<file path="config.mk">
export PLATFORM = sky130hd
export DESIGN_NAME = move_input_conditioner
export DESIGN_NICKNAME = d
export VERILOG_FILES = /design/src/rtl/move_input_conditioner.sv
export SDC_FILE = /design/constraint.sdc
export NUM_CORES = 1
export LEC_CHECK = 0
export ABC_AREA = 1
export CAP_MARGIN = 10
export CORE_MARGIN = 2
export CORE_UTILIZATION = 60
export DETAILED_ROUTE_END_ITERATION = 16
export PLACE_DENSITY_LB_ADDON = 0.12
export SLEW_MARGIN = 20
export SYNTH_ARGS = -nofsm -noshare
export SYNTH_HDL_FRONTEND = slang
export SYNTH_SLANG_ARGS = --single-unit
</file>
<file path="constraint.sdc">
create_clock -name Clk -period 8.55 [get_ports Clk]
set_clock_uncertainty 0.2 [all_clocks]
set_input_delay 1.71 -clock Clk [delete_from_list [all_inputs] [get_ports Clk]]
set_output_delay 1.71 -clock Clk [all_outputs]
set_load 0.01 [all_outputs]
</file>
<file path="src/rtl/move_input_conditioner.sv">
// Button front end for the 2048 game FSM: synchronise, debounce, reject chords, one move per press.
// Optional build macro AUTO_REPEAT_EN re-issues the held direction every REPEAT_CYCLES while in HOLD.
module move_input_conditioner #(
    parameter int DB_CYCLES     = 1000000,
    parameter int REPEAT_CYCLES = 40000000,
    parameter int CNT_W         = 26
) (
    input  logic       Clk,
    input  logic       Reset_n,
    input  logic       btn_up,
    input  logic       btn_down,
    input  logic       btn_left,
    input  logic       btn_right,
    input  logic       move_ready,
    output logic       move_valid,
    output logic [1:0] move_dir,
    output logic       busy
);

    typedef enum logic [2:0] {
        IDLE     = 3'd0,
        DEBOUNCE = 3'd1,
        VALID    = 3'd2,
        HOLD     = 3'd3,
        RELEASE  = 3'd4
    } state_t;

    localparam int CNT_LIMIT = (DB_CYCLES > REPEAT_CYCLES) ? DB_CYCLES : REPEAT_CYCLES;
    localparam logic [CNT_W-1:0] CNT_CAP = CNT_W'(CNT_LIMIT - 1);
    localparam logic [CNT_W-1:0] DB_LAST = CNT_W'(DB_CYCLES - 1);
`ifdef AUTO_REPEAT_EN
    localparam logic [CNT_W-1:0] REP_LAST = CNT_W'(REPEAT_CYCLES - 1);
`endif

    state_t           state, stateNext;
    logic [CNT_W-1:0] cnt, cntNext;
    logic [1:0]       dir, dirNext;
    logic [3:0]       btnSync_p0, btnSync_p1;
    logic [3:0]       s;

    function automatic logic [CNT_W-1:0] satInc(input logic [CNT_W-1:0] v);
        return (v >= CNT_CAP) ? CNT_CAP : v + CNT_W'(1);
    endfunction

    function automatic logic [3:0] dirMask(input logic [1:0] d);
        case (d)
            2'b00:   return 4'b1000;
            2'b01:   return 4'b0100;
            2'b10:   return 4'b0010;
            default: return 4'b0001;
        endcase
    endfunction

    function automatic logic [1:0] encodeDir(input logic [3:0] v);
        case (v)
            4'b1000: return 2'b00;
            4'b0100: return 2'b01;
            4'b0010: return 2'b10;
            default: return 2'b11;
        endcase
    endfunction

    // Stage p0/p1: two-flop synchroniser, s = {up, down, left, right}
    always_ff @(posedge Clk or negedge Reset_n) begin
        if (!Reset_n) begin
            btnSync_p0 <= 4'b0000;
            btnSync_p1 <= 4'b0000;
        end else begin
            btnSync_p0 <= {btn_up, btn_down, btn_left, btn_right};
            btnSync_p1 <= btnSync_p0;
        end
    end

    assign s = btnSync_p1;

    always_comb begin
        stateNext = state;
        cntNext   = cnt;
        dirNext   = dir;
        case (state)
            IDLE: begin
                if ($onehot(s)) begin
                    dirNext   = encodeDir(s);
                    cntNext   = '0;
                    stateNext = DEBOUNCE;
                end
            end
            DEBOUNCE: begin
                if (s != dirMask(dir)) begin
                    cntNext   = '0;
                    stateNext = IDLE;
                end else if (cnt == DB_LAST) begin
                    stateNext = VALID;
                end else begin
                    cntNext = satInc(cnt);
                end
            end
            VALID: begin
                // Buttons are deliberately ignored here; only the handshake leaves VALID.
                if (move_valid && move_ready) begin
                    cntNext   = '0;
                    stateNext = HOLD;
                end
            end
            HOLD: begin
                if (s == 4'b0000) begin
                    cntNext   = '0;
                    stateNext = RELEASE;
                end
`ifdef AUTO_REPEAT_EN
                else if (s == dirMask(dir)) begin
                    if (cnt == REP_LAST) begin
                        stateNext = VALID;
                    end else begin
                        cntNext = satInc(cnt);
                    end
                end else begin
                    cntNext = '0;
                end
`endif
            end
            RELEASE: begin
                if (s != 4'b0000) begin
                    cntNext   = '0;
                    stateNext = HOLD;
                end else if (cnt == DB_LAST) begin
                    stateNext = IDLE;
                end else begin
                    cntNext = satInc(cnt);
                end
            end
            default: begin
                cntNext   = '0;
                stateNext = IDLE;
            end
        endcase
    end

    always_ff @(posedge Clk or negedge Reset_n) begin
        if (!Reset_n) begin
            state      <= IDLE;
            cnt        <= '0;
            dir        <= 2'b00;
            move_valid <= 1'b0;
        end else begin
            state      <= stateNext;
            cnt        <= cntNext;
            dir        <= dirNext;
            move_valid <= (stateNext == VALID);
        end
    end

    assign move_dir = dir;
    assign busy     = (state != IDLE);

endmodule

</file>
==> impl_metrics.env, run 1 <==
export IMPL_crit_arrival_ps=1470
export IMPL_hold_viol_final=0
export IMPL_clkTransAtPathRegs_ps=90
export IMPL_synth_compound_area_share_pct=7.59
export IMPL_dr_pass1_iters=4
export IMPL_netlist_cell_type_count=36
export IMPL_cts_buffer_depth=2
export IMPL_row_count=24
export IMPL_post_cts_repair_setup_buffers=0
export IMPL_syn_area_um2=2820
export IMPL_grt_max_degree=41
export IMPL_rr_startpoint="btnSync_p1[0]$_DFF_PN0_"
export IMPL_ant_nets=0
export IMPL_cts_hold_buf=0
export IMPL_synth_top_family_by_area="simple AND/OR/NAND/NOR gates"
export IMPL_syn_nets=424
export IMPL_status="finished clean"
export IMPL_maxSlewViolCount=0
export IMPL_grt_pass1_wl_um=11400
export IMPL_grt_pass1_vias=2531
export IMPL_pin_count=11
export IMPL_utilization_pct=68.6
export IMPL_rsz0062_at_grt="false"
export IMPL_cts_root_buffer="clkbuf_8"
export IMPL_hp_class="reg2reg"
export IMPL_routedWlPerCell_um=14.0
export IMPL_slowest_delay_ps=490
export IMPL_drc_errors=0
export IMPL_ys_warn_count=0
export IMPL_num_vias=2702
export IMPL_rr_worst_depth=12
export IMPL_drt_iter0_markers=208
export IMPL_synth_simple_area_share_pct=42.4
export IMPL_seq_area_frac_synth_pct=35.5
export IMPL_r2r_slack_ps=5370
export IMPL_power_density_nw_per_um2=162
export IMPL_track_usage_pct=27.7
export IMPL_cts_sinks=40
export IMPL_drv_cap=0
export IMPL_wl_um=6660
export IMPL_worstPathMaxFanout=6
export IMPL_syn_area_per_cell_um2=6.86
export IMPL_worstSetupPathType="reg2out"
export IMPL_synth_edf_count=0
export IMPL_clk_latency_ps=300
export IMPL_path_buf_inv=1
export IMPL_area_growth_pct=8.21
export IMPL_initial_utilization_pct=63.4
export IMPL_cts_max_level=2
export IMPL_vias_per_cell=5.69
export IMPL_peakVddDrop_v=0.000135
export IMPL_rr_endpoint="cnt[20]$_DFFE_PN0P_"
export IMPL_drive_gt1_share_pct=10.2
export IMPL_synth_xor_xnor_area_share_pct=2.49
export IMPL_dpl_hpwl_um=4930
export IMPL_ys_flop_type="dfrtp_1"
export IMPL_hold_start="btnSync_p0[0]$_DFF_PN0_"
export IMPL_async_flop_share_pct=100
export IMPL_period_minus_slack_ps=3380
export IMPL_numCtsBuffers=5
export IMPL_timing_fmax_mhz=296
export IMPL_crit_slowest_cell="clkdlybuf4s50_1"
export IMPL_antenna_found_initial=0
export IMPL_n_antenna_cell=0
export IMPL_die_w_um=72.5
export IMPL_max_slew_margin_pct=41.2
export IMPL_cts_tree="yes"
export IMPL_start_kind="flop"
export IMPL_yosys_register_bits=40
export IMPL_hold_path_depth=0
export IMPL_finalPower_mw=0.493
export IMPL_synth_fa_ha_area_share_pct=2.93
export IMPL_crit_family="buffers and inverters"
export IMPL_whs_endpoint="btnSync_p1[0]$_DFF_PN0_"
export IMPL_crit_chain="nor2_1 -> nand2_1 -> clkdlybuf4s50_1"
export IMPL_design_core_area_um2=4440
export IMPL_finalWeightedCongestion=0.957
export IMPL_post_cts_resized=0
export IMPL_fin_crit_sh_pct=39.6
export IMPL_setup_viol=0
export IMPL_worstSetupEndpointType="primary output"
export IMPL_dieArea_um2=5260
export IMPL_fin_tns_setup_ps=0
export IMPL_required_ps=6640
export IMPL_grt_remaining_overflow=0
export IMPL_port_buffers=10
export IMPL_synthCells=411
export IMPL_tightest_slew_ps=882
export IMPL_fillers=413
export IMPL_dieHeight_um=72.5
export IMPL_leakage_nw=1.45
export IMPL_synth_area_mux_share_pct=0
export IMPL_nets=435
## sequential cells by signal, indices dropped and copies added (netlist names)
| signal | flops |
|---|---|
| btnSync_p1 | 4 |
| move_dir | 2 |
| state | 3 |
| move_valid | 1 |
| btnSync_p0 | 4 |
| cnt | 26 |
## layer usage
| layer | part of all wire, % | vias to the layer above | routed length (µm) | GRT usage [%] |
|---|---|---|---|---|
| li1 | - | 1347 | - | - |
| met1 | 48 | 1272 | 3190 | 39.8 |
| met2 | 47 | 77 | 3120 | 44.0 |
| met3 | 4.6 | 6 | 307 | 4.44 |
| met4 | 0.69 | 0 | 46 | 6.58 |
| met5 | 0 | - | 0 | 0 |
## worst register-to-register path, cell delays in order, from the launching register on
cell	delay, ps
dfrtp_1	390
inv_1	120
fa_1	550
inv_1	40
ha_1	170
ha_1	280
nor3b_1	340
nor2_2	130
nor2_8	350
nand3_1	230
o21ai_0	190
nand2_1	60
nor2_1	70
## layout make-up
type	count	area, µm²	share of cell area (%)
sequential	40	1000	32.8
clock inverter	3	46.3	1.52
tap	52	65.1	2.13
clock buffer	5	68.8	2.26
inverter	56	213	6.98
multi-input combinational	309	1560	51.2
timing repair buffer	10	95.1	3.12
## cell usage in the layout (no fill, tap or decap), types with 2 or more instances in the layout
cell type and count:
clkdlybuf4s50_1 9, nor2_1 55, nand3_1 38, a21oi_1 11, nor3_1 8, nor3b_1 2, nor3_2 4, dfrtp_1 40
inv_1 48, ha_1 5, o21ai_1 8, o21ai_0 15, clkbuf_8 5, inv_2 7, nor2_2 7, or2_2 2
nand4_1 21, nand2_1 106, xor2_1 7, nand2_2 7
## per-stage QoR
step	instance area [µm²]	std cells	hold WS, ps	worst slack, ps
final	3050	475	156	5170
after floorplan	2820	411	131	5800
after CTS	3050	475	159	5160
after global routing	3050	475	168	5120
after global placement	2930	467	131	5040
after detailed placement	2930	467	140	5000
## logic make-up after synthesis
kind of cell             after synthesis
AO/OA/AOI/OAI                         38
XOR/XNOR                               8
adder cells (fa/ha/maj)                6
buffers and inverters                 62
flip-flops                            40
AND/OR/NAND/NOR                      257
## worst max path at each step
stage | from | slack, ps | endpoint | depth (start not counted)
floorplan | move_ready | 5800 | cnt[19]$_DFFE_PN0P_ | 8
global placement | move_ready | 5040 | cnt[20]$_DFFE_PN0P_ | 9
detailed placement | move_ready | 5000 | cnt[20]$_DFFE_PN0P_ | 9
CTS | state[0]$_DFF_PN0_ | 5160 | busy | 3
global route | state[0]$_DFF_PN0_ | 5120 | busy | 3
finish | state[0]$_DFF_PN0_ | 5170 | busy | 3
## Yosys cell counts, types with 2 or more instances
cell type	number	area (µm²)
nor2_2	7	43.8
nor3b_1	2	15.0
o21ai_0	15	75.1
dfrtp_1	40	1000
inv_1	48	180
nor2_1	55	206
inv_2	7	26.3
nand2_2	7	43.8
nand3_1	38	190
nor3_1	8	40.0
nand2_1	106	398
buf_4	3	22.5
o21ai_1	8	40.0
ha_1	5	62.6
or2_2	2	12.5
a21oi_1	11	55.1
xor2_1	7	61.3
nor3_2	4	40.0
nand4_1	21	131
## report_power, final
part	internal, mW	switching [mW]	leakage [nW]
clock network	0.0880	0.0729	0.0548
registers	0.201	0.0193	0.529
logic	0.0427	0.0692	0.870
total	0.331	0.161	1.45
Note: power is estimated with default switching activity, not from simulation.
==> inputs of run 2 (changes only) <==
==> constraint.sdc (replaced) <==
create_clock -name Clk -period 3.35 [get_ports Clk]
set_clock_uncertainty 0.2 [all_clocks]
set_input_delay 0.67 -clock Clk [delete_from_list [all_inputs] [get_ports Clk]]
set_output_delay 0.67 -clock Clk [all_outputs]
set_load 0.01 [all_outputs]
==> run 2 against run 1 <==
  * Final cell count grew 0.21%
  * Global-route usage grew 1.1 points
  * Die area is the same
  * Non-clock buffer count grew 1
==> impl_metrics.env, run 2 (synthesized netlist as in run 1, its figures left out) <==
export IMPL_port_buffers=10
export IMPL_n_antenna_cell=0
export IMPL_worstPathMaxFanout=16
export IMPL_hold_viol_final=0
export IMPL_finalWeightedCongestion=0.965
export IMPL_drive_gt1_share_pct=10.4
export IMPL_tightest_slew_ps=901
export IMPL_grt_pass1_wl_um=11700
export IMPL_area_growth_pct=8.70
export IMPL_maxSlewViolCount=0
export IMPL_peakVddDrop_v=0.000272
export IMPL_max_slew_margin_pct=40.0
export IMPL_dr_pass1_iters=5
export IMPL_hp_class="reg2reg"
export IMPL_power_density_nw_per_um2=417
export IMPL_period_minus_slack_ps=3110
export IMPL_postPlaceCellArea_um2=2940
export IMPL_timing_fmax_mhz=322
export IMPL_numCtsBuffers=5
export IMPL_die_w_um=72.5
export IMPL_initial_utilization_pct=63.4
export IMPL_setup_viol=0
export IMPL_dpl_hpwl_um=4930
export IMPL_drv_cap=0
export IMPL_fillers=388
export IMPL_cts_buffer_depth=2
export IMPL_utilization_pct=68.9
export IMPL_start_kind="flop"
export IMPL_pin_count=11
export IMPL_grt_remaining_overflow=0
export IMPL_leakage_nw=1.47
export IMPL_track_usage_pct=28.8
export IMPL_crit_arrival_ps=3140
export IMPL_num_vias=2738
export IMPL_dieArea_um2=5260
export IMPL_fin_crit_sh_pct=92.8
export IMPL_drc_errors=0
export IMPL_fin_tns_setup_ps=0
export IMPL_final_cell_area_um2=3060
export IMPL_status="finished clean"
export IMPL_final_cell_mix="nand2_1, nor2_1, inv_1, dfrtp_1, nand3_1"
export IMPL_cts_sinks=40
export IMPL_grt_pass1_vias=2520
export IMPL_antenna_found_initial=0
export IMPL_design_core_area_um2=4440
export IMPL_slowest_delay_ps=550
export IMPL_required_ps=3380
export IMPL_post_cts_repair_setup_buffers=0
export IMPL_clkTransAtPathRegs_ps=80
export IMPL_row_count=24
export IMPL_wl_um=6730
export IMPL_worstSetupPathType="reg2reg"
export IMPL_nets=436
export IMPL_cts_hold_buf=0
export IMPL_crit_slowest_cell="fa_1"
export IMPL_vias_per_cell=5.75
export IMPL_cts_root_buffer="clkbuf_8"
export IMPL_grt_max_degree=41
export IMPL_cts_tree="yes"
export IMPL_dieHeight_um=72.5
export IMPL_crit_chain="inv_1 -> fa_1 -> inv_1 -> ha_1 -> ha_1 -> nor3b_1 -> nor2_2 -> nor2_8 -> buf_4 -> nand3_1 -> nand2_1 -> nand2_1 -> nor2_1"
export IMPL_clk_latency_ps=300
export IMPL_largest_reg_flops=26
export IMPL_cts_max_level=2
export IMPL_post_cts_resized=0
export IMPL_regMostFlops="cnt"
export IMPL_reg_top3="cnt: 26 flops, btnSync_p0: 4 flops, btnSync_p1: 4 flops"
export IMPL_final_common_cell="nand2_1"
export IMPL_routedWlPerCell_um=14.1
export IMPL_ant_nets=0
export IMPL_worstSetupEndpointType="flop"
export IMPL_rsz0062_at_grt="false"
export IMPL_drt_iter0_markers=221
-- run 2: per-layer routing --
layer | global-route usage, % | up-vias | wire length (µm)
met5 | 0 | - | 0
met4 | 8.44 | 0 | 112
met3 | 4.72 | 12 | 438
met2 | 45.5 | 116 | 2990
met1 | 41.0 | 1253 | 3180
li1 | - | 1357 | -
-- run 2: power breakdown --
| part | internal (mW) | leakage [nW] | total [mW] | switching, mW |
|---|---|---|---|---|
| sequential | 0.512 | 0.529 | 0.561 | 0.0488 |
| clock | 0.244 | 0.0614 | 0.419 | 0.175 |
| combinational | 0.114 | 0.875 | 0.297 | 0.184 |
-- run 2: path summary, 6_finish.rpt --
| check | slack (ps) | from | cells after the start | end |
|---|---|---|---|---|
| max in group asynchronous | 2090 | Reset_n | 1 | cnt[11]$_DFFE_PN0P_ |
| min reg2reg | 150 | btnSync_p0[1]$_DFF_PN0_ | 0 | btnSync_p1[1]$_DFF_PN0_ |
| min | 150 | btnSync_p0[1]$_DFF_PN0_ | 0 | btnSync_p1[1]$_DFF_PN0_ |
| max reg2reg | 240 | btnSync_p1[0]$_DFF_PN0_ | 13 | cnt[23]$_DFFE_PN0P_ |
| min in group asynchronous | 300 | Reset_n | 1 | move_valid$_DFF_PN0_ |
| max | 240 | btnSync_p1[0]$_DFF_PN0_ | 13 | cnt[23]$_DFFE_PN0P_ |
-- run 2: cell type report --
| cell class | instances | area, µm² | share of cell area [%] |
|---|---|---|---|
| multi-input cells | 309 | 1560 | 50.9 |
| clock inverters | 2 | 38.8 | 1.27 |
| flip-flops and latches | 40 | 1000 | 32.7 |
| well taps | 52 | 65.1 | 2.12 |
| clock buffers | 6 | 82.6 | 2.70 |
| repair buffers | 11 | 103 | 3.35 |
| inverters | 56 | 213 | 6.94 |
-- run 2: metrics by stage --
step | power [mW] | worst slack [ps] | instances | hold WS [ps]
6_report | 1.28 | 241 | 476 | 154
5_1_grt | 1.35 | 9.12 | 476 | 157
4_1_cts | 1.28 | 245 | 476 | 156
3_5_place_dp | 0.862 | 313 | 468 | 138
3_3_place_gp | 0.858 | 415 | 468 | 132
2_1_floorplan | 0.773 | 639 | 411 | 131
-- run 2: critical path, delay by kind of cell (launching register included) --
kind                       cells  cell delay, ps
buffers and inverters          3             400
and+or+nand+nor                7            1040
DFF                            1             390
adders and majority gates      3             990
==> inputs of run 3 (changes only) <==
--- a/config.mk
+++ b/config.mk
@@ -7,6 +7,7 @@
 export LEC_CHECK = 0
 export ABC_AREA = 1
 export CAP_MARGIN = 10
+export CORE_ASPECT_RATIO = 1.5
 export CORE_MARGIN = 2
 export CORE_UTILIZATION = 60
 export DETAILED_ROUTE_END_ITERATION = 16
==> run 3 against run 2 <==
  * Die area rose by 0.21%
  * Sequential cell count did not move
  * Sequential power barely moved
  * Final area fell by 0.25%
  * Register-to-register slack improved by 80 ps
  * Via count fell by 1.6%
  * Worst setup slack improved by 76 ps
  * Core utilization fell by 1.1 points
  * Power fell by 2.1%
==> impl_metrics.env, run 3 (synthesized netlist as in run 1, its figures left out) <==
export IMPL_fin_crit_sh_pct=90.5
export IMPL_wl_um=6740
export IMPL_grt_remaining_overflow=0
export IMPL_cts_sinks=40
export IMPL_finalWeightedCongestion=0.965
export IMPL_worstSetupEndpointType="flop"
export IMPL_die_w_um=60.0
export IMPL_seq_area_um2=1000
export IMPL_fin_tns_setup_ps=0
export IMPL_final_cell_mix="nand2_1, nor2_1, inv_1, dfrtp_1, nand3_1"
export IMPL_placedCellCount=465
export IMPL_power_density_nw_per_um2=409
export IMPL_nets=437
export IMPL_track_usage_pct=30.1
export IMPL_worstSetupPathType="reg2reg"
export IMPL_antenna_found_initial=0
export IMPL_r2r_slack_ps=320
export IMPL_max_slew_margin_pct=40.3
export IMPL_rr_endpoint="cnt[13]$_DFFE_PN0P_"
export IMPL_area_growth_pct=8.44
export IMPL_drt_iter0_markers=132
export IMPL_required_ps=3380
export IMPL_drc_errors=0
export IMPL_dpl_hpwl_um=5190
export IMPL_hold_viol_final=0
export IMPL_tightest_slew_ps=895
export IMPL_grt_max_degree=41
export IMPL_cts_buffer_depth=2
export IMPL_final_common_cell="nand2_1"
export IMPL_rsz0062_at_grt="false"
export IMPL_drv_cap=0
export IMPL_fillers=416
export IMPL_vias_per_cell=5.70
export IMPL_grt_pass1_vias=2718
export IMPL_row_count=30
export IMPL_grt_pass1_wl_um=12000
export IMPL_final_cells=473
export IMPL_regMostFlops="cnt"
export IMPL_timing_fmax_mhz=330
export IMPL_dp_slack_ps=343
export IMPL_routedWlPerCell_um=14.2
export IMPL_rr_worst_depth=13
export IMPL_leakage_nw=1.46
export IMPL_ant_nets=0
export IMPL_setup_viol=0
export IMPL_crit_arrival_ps=3060
export IMPL_finalPower_mw=1.25
export IMPL_n_antenna_cell=0
export IMPL_cts_tree="yes"
export IMPL_crit_end="cnt[13]$_DFFE_PN0P_"
export IMPL_whs_ps=153
export IMPL_start_kind="flop"
export IMPL_peakVddDrop_v=0.000241
export IMPL_maxSlewViolCount=0
export IMPL_post_cts_resized=0
export IMPL_cts_root_buffer="clkbuf_8"
export IMPL_largest_reg_flops=26
export IMPL_dr_pass1_iters=4
export IMPL_dieHeight_um=87.9
export IMPL_post_cts_repair_setup_buffers=0
export IMPL_multiInputGateArea_um2=1560
export IMPL_period_minus_slack_ps=3030
export IMPL_dieArea_um2=5270
export IMPL_worstPathMaxFanout=14
export IMPL_cts_hold_buf=0
export IMPL_clk_latency_ps=300
export IMPL_startpoint="btnSync_p1[0]$_DFF_PN0_"
export IMPL_hp_class="reg2reg"
export IMPL_design_core_area_um2=4500
export IMPL_drive_gt1_share_pct=10.6
export IMPL_num_vias=2695
export IMPL_numCtsBuffers=5
export IMPL_status="finished clean"
export IMPL_port_buffers=10
export IMPL_clkTransAtPathRegs_ps=80
export IMPL_setup_ws_ps=317
export IMPL_pin_count=11
export IMPL_initial_utilization_pct=62.6
export IMPL_cts_max_level=2
export IMPL_rr_startpoint="btnSync_p1[0]$_DFF_PN0_"
export IMPL_reg_top3="cnt: 26 flops, btnSync_p0: 4 flops, btnSync_p1: 4 flops"
[run 3: worst min-delay path by stage]
stage,slack (ps),startpoint,depth (start not counted),to
after global routing,160,btnSync_p0[2]$_DFF_PN0_,0,btnSync_p1[2]$_DFF_PN0_
after detailed placement,140,btnSync_p0[3]$_DFF_PN0_,0,btnSync_p1[3]$_DFF_PN0_
after floorplan,130,btnSync_p0[0]$_DFF_PN0_,0,btnSync_p1[0]$_DFF_PN0_
after global placement,130,btnSync_p0[2]$_DFF_PN0_,0,btnSync_p1[2]$_DFF_PN0_
final,150,btnSync_p0[3]$_DFF_PN0_,0,btnSync_p1[3]$_DFF_PN0_
after CTS,160,btnSync_p0[3]$_DFF_PN0_,0,btnSync_p1[3]$_DFF_PN0_
[run 3: worst max-delay path, cell delays in order (launching register included)]
cell     delay, ps
dfrtp_1        390
inv_1          120
fa_1           540
inv_1           40
ha_1           170
ha_1           260
nor3b_1        310
nor2_2         110
nor2_8         250
buf_4          240
nand3_1         90
nand2_1         90
inv_1           40
nor2_1         110
[run 3: layout make-up]
| cell class | instances | share of cell area [%] |
|---|---|---|
| Inverter | 56 | 6.96 |
| Clock inverter | 3 | 1.39 |
| Multi-Input combinational cell | 309 | 51.1 |
| Sequential cell | 40 | 32.8 |
| Clock buffer | 5 | 2.25 |
| Tap cell | 48 | 1.97 |
| Timing Repair Buffer | 12 | 3.60 |
[run 3: through the flow]
step / instance area [µm²] / utilization (%)
floorplan: 2820 / -
global placement: 2940 / 65.4
detailed placement: 2940 / 65.4
CTS: 3060 / 67.8
global route: 3060 / 67.8
finish: 3060 / 67.8
[run 3: metal layers]
layer / part of all wire (%) / up-vias / global-route usage, %
met3: 3.8 / 32 / 5.17
li1: - / 1350 / -
met2: 52 / 67 / 52.7
met5: 0 / - / 0
met4: 5.3 / 0 / 18.8
met1: 39 / 1246 / 32.5
[run 3: power breakdown]
part | switching [mW] | total [mW] | internal, mW | leakage [nW]
logic | 0.176 | 0.289 | 0.113 | 0.879
registers | 0.0458 | 0.558 | 0.512 | 0.529
clock network | 0.183 | 0.403 | 0.221 | 0.0541
total | 0.404 | 1.25 | 0.846 | 1.46
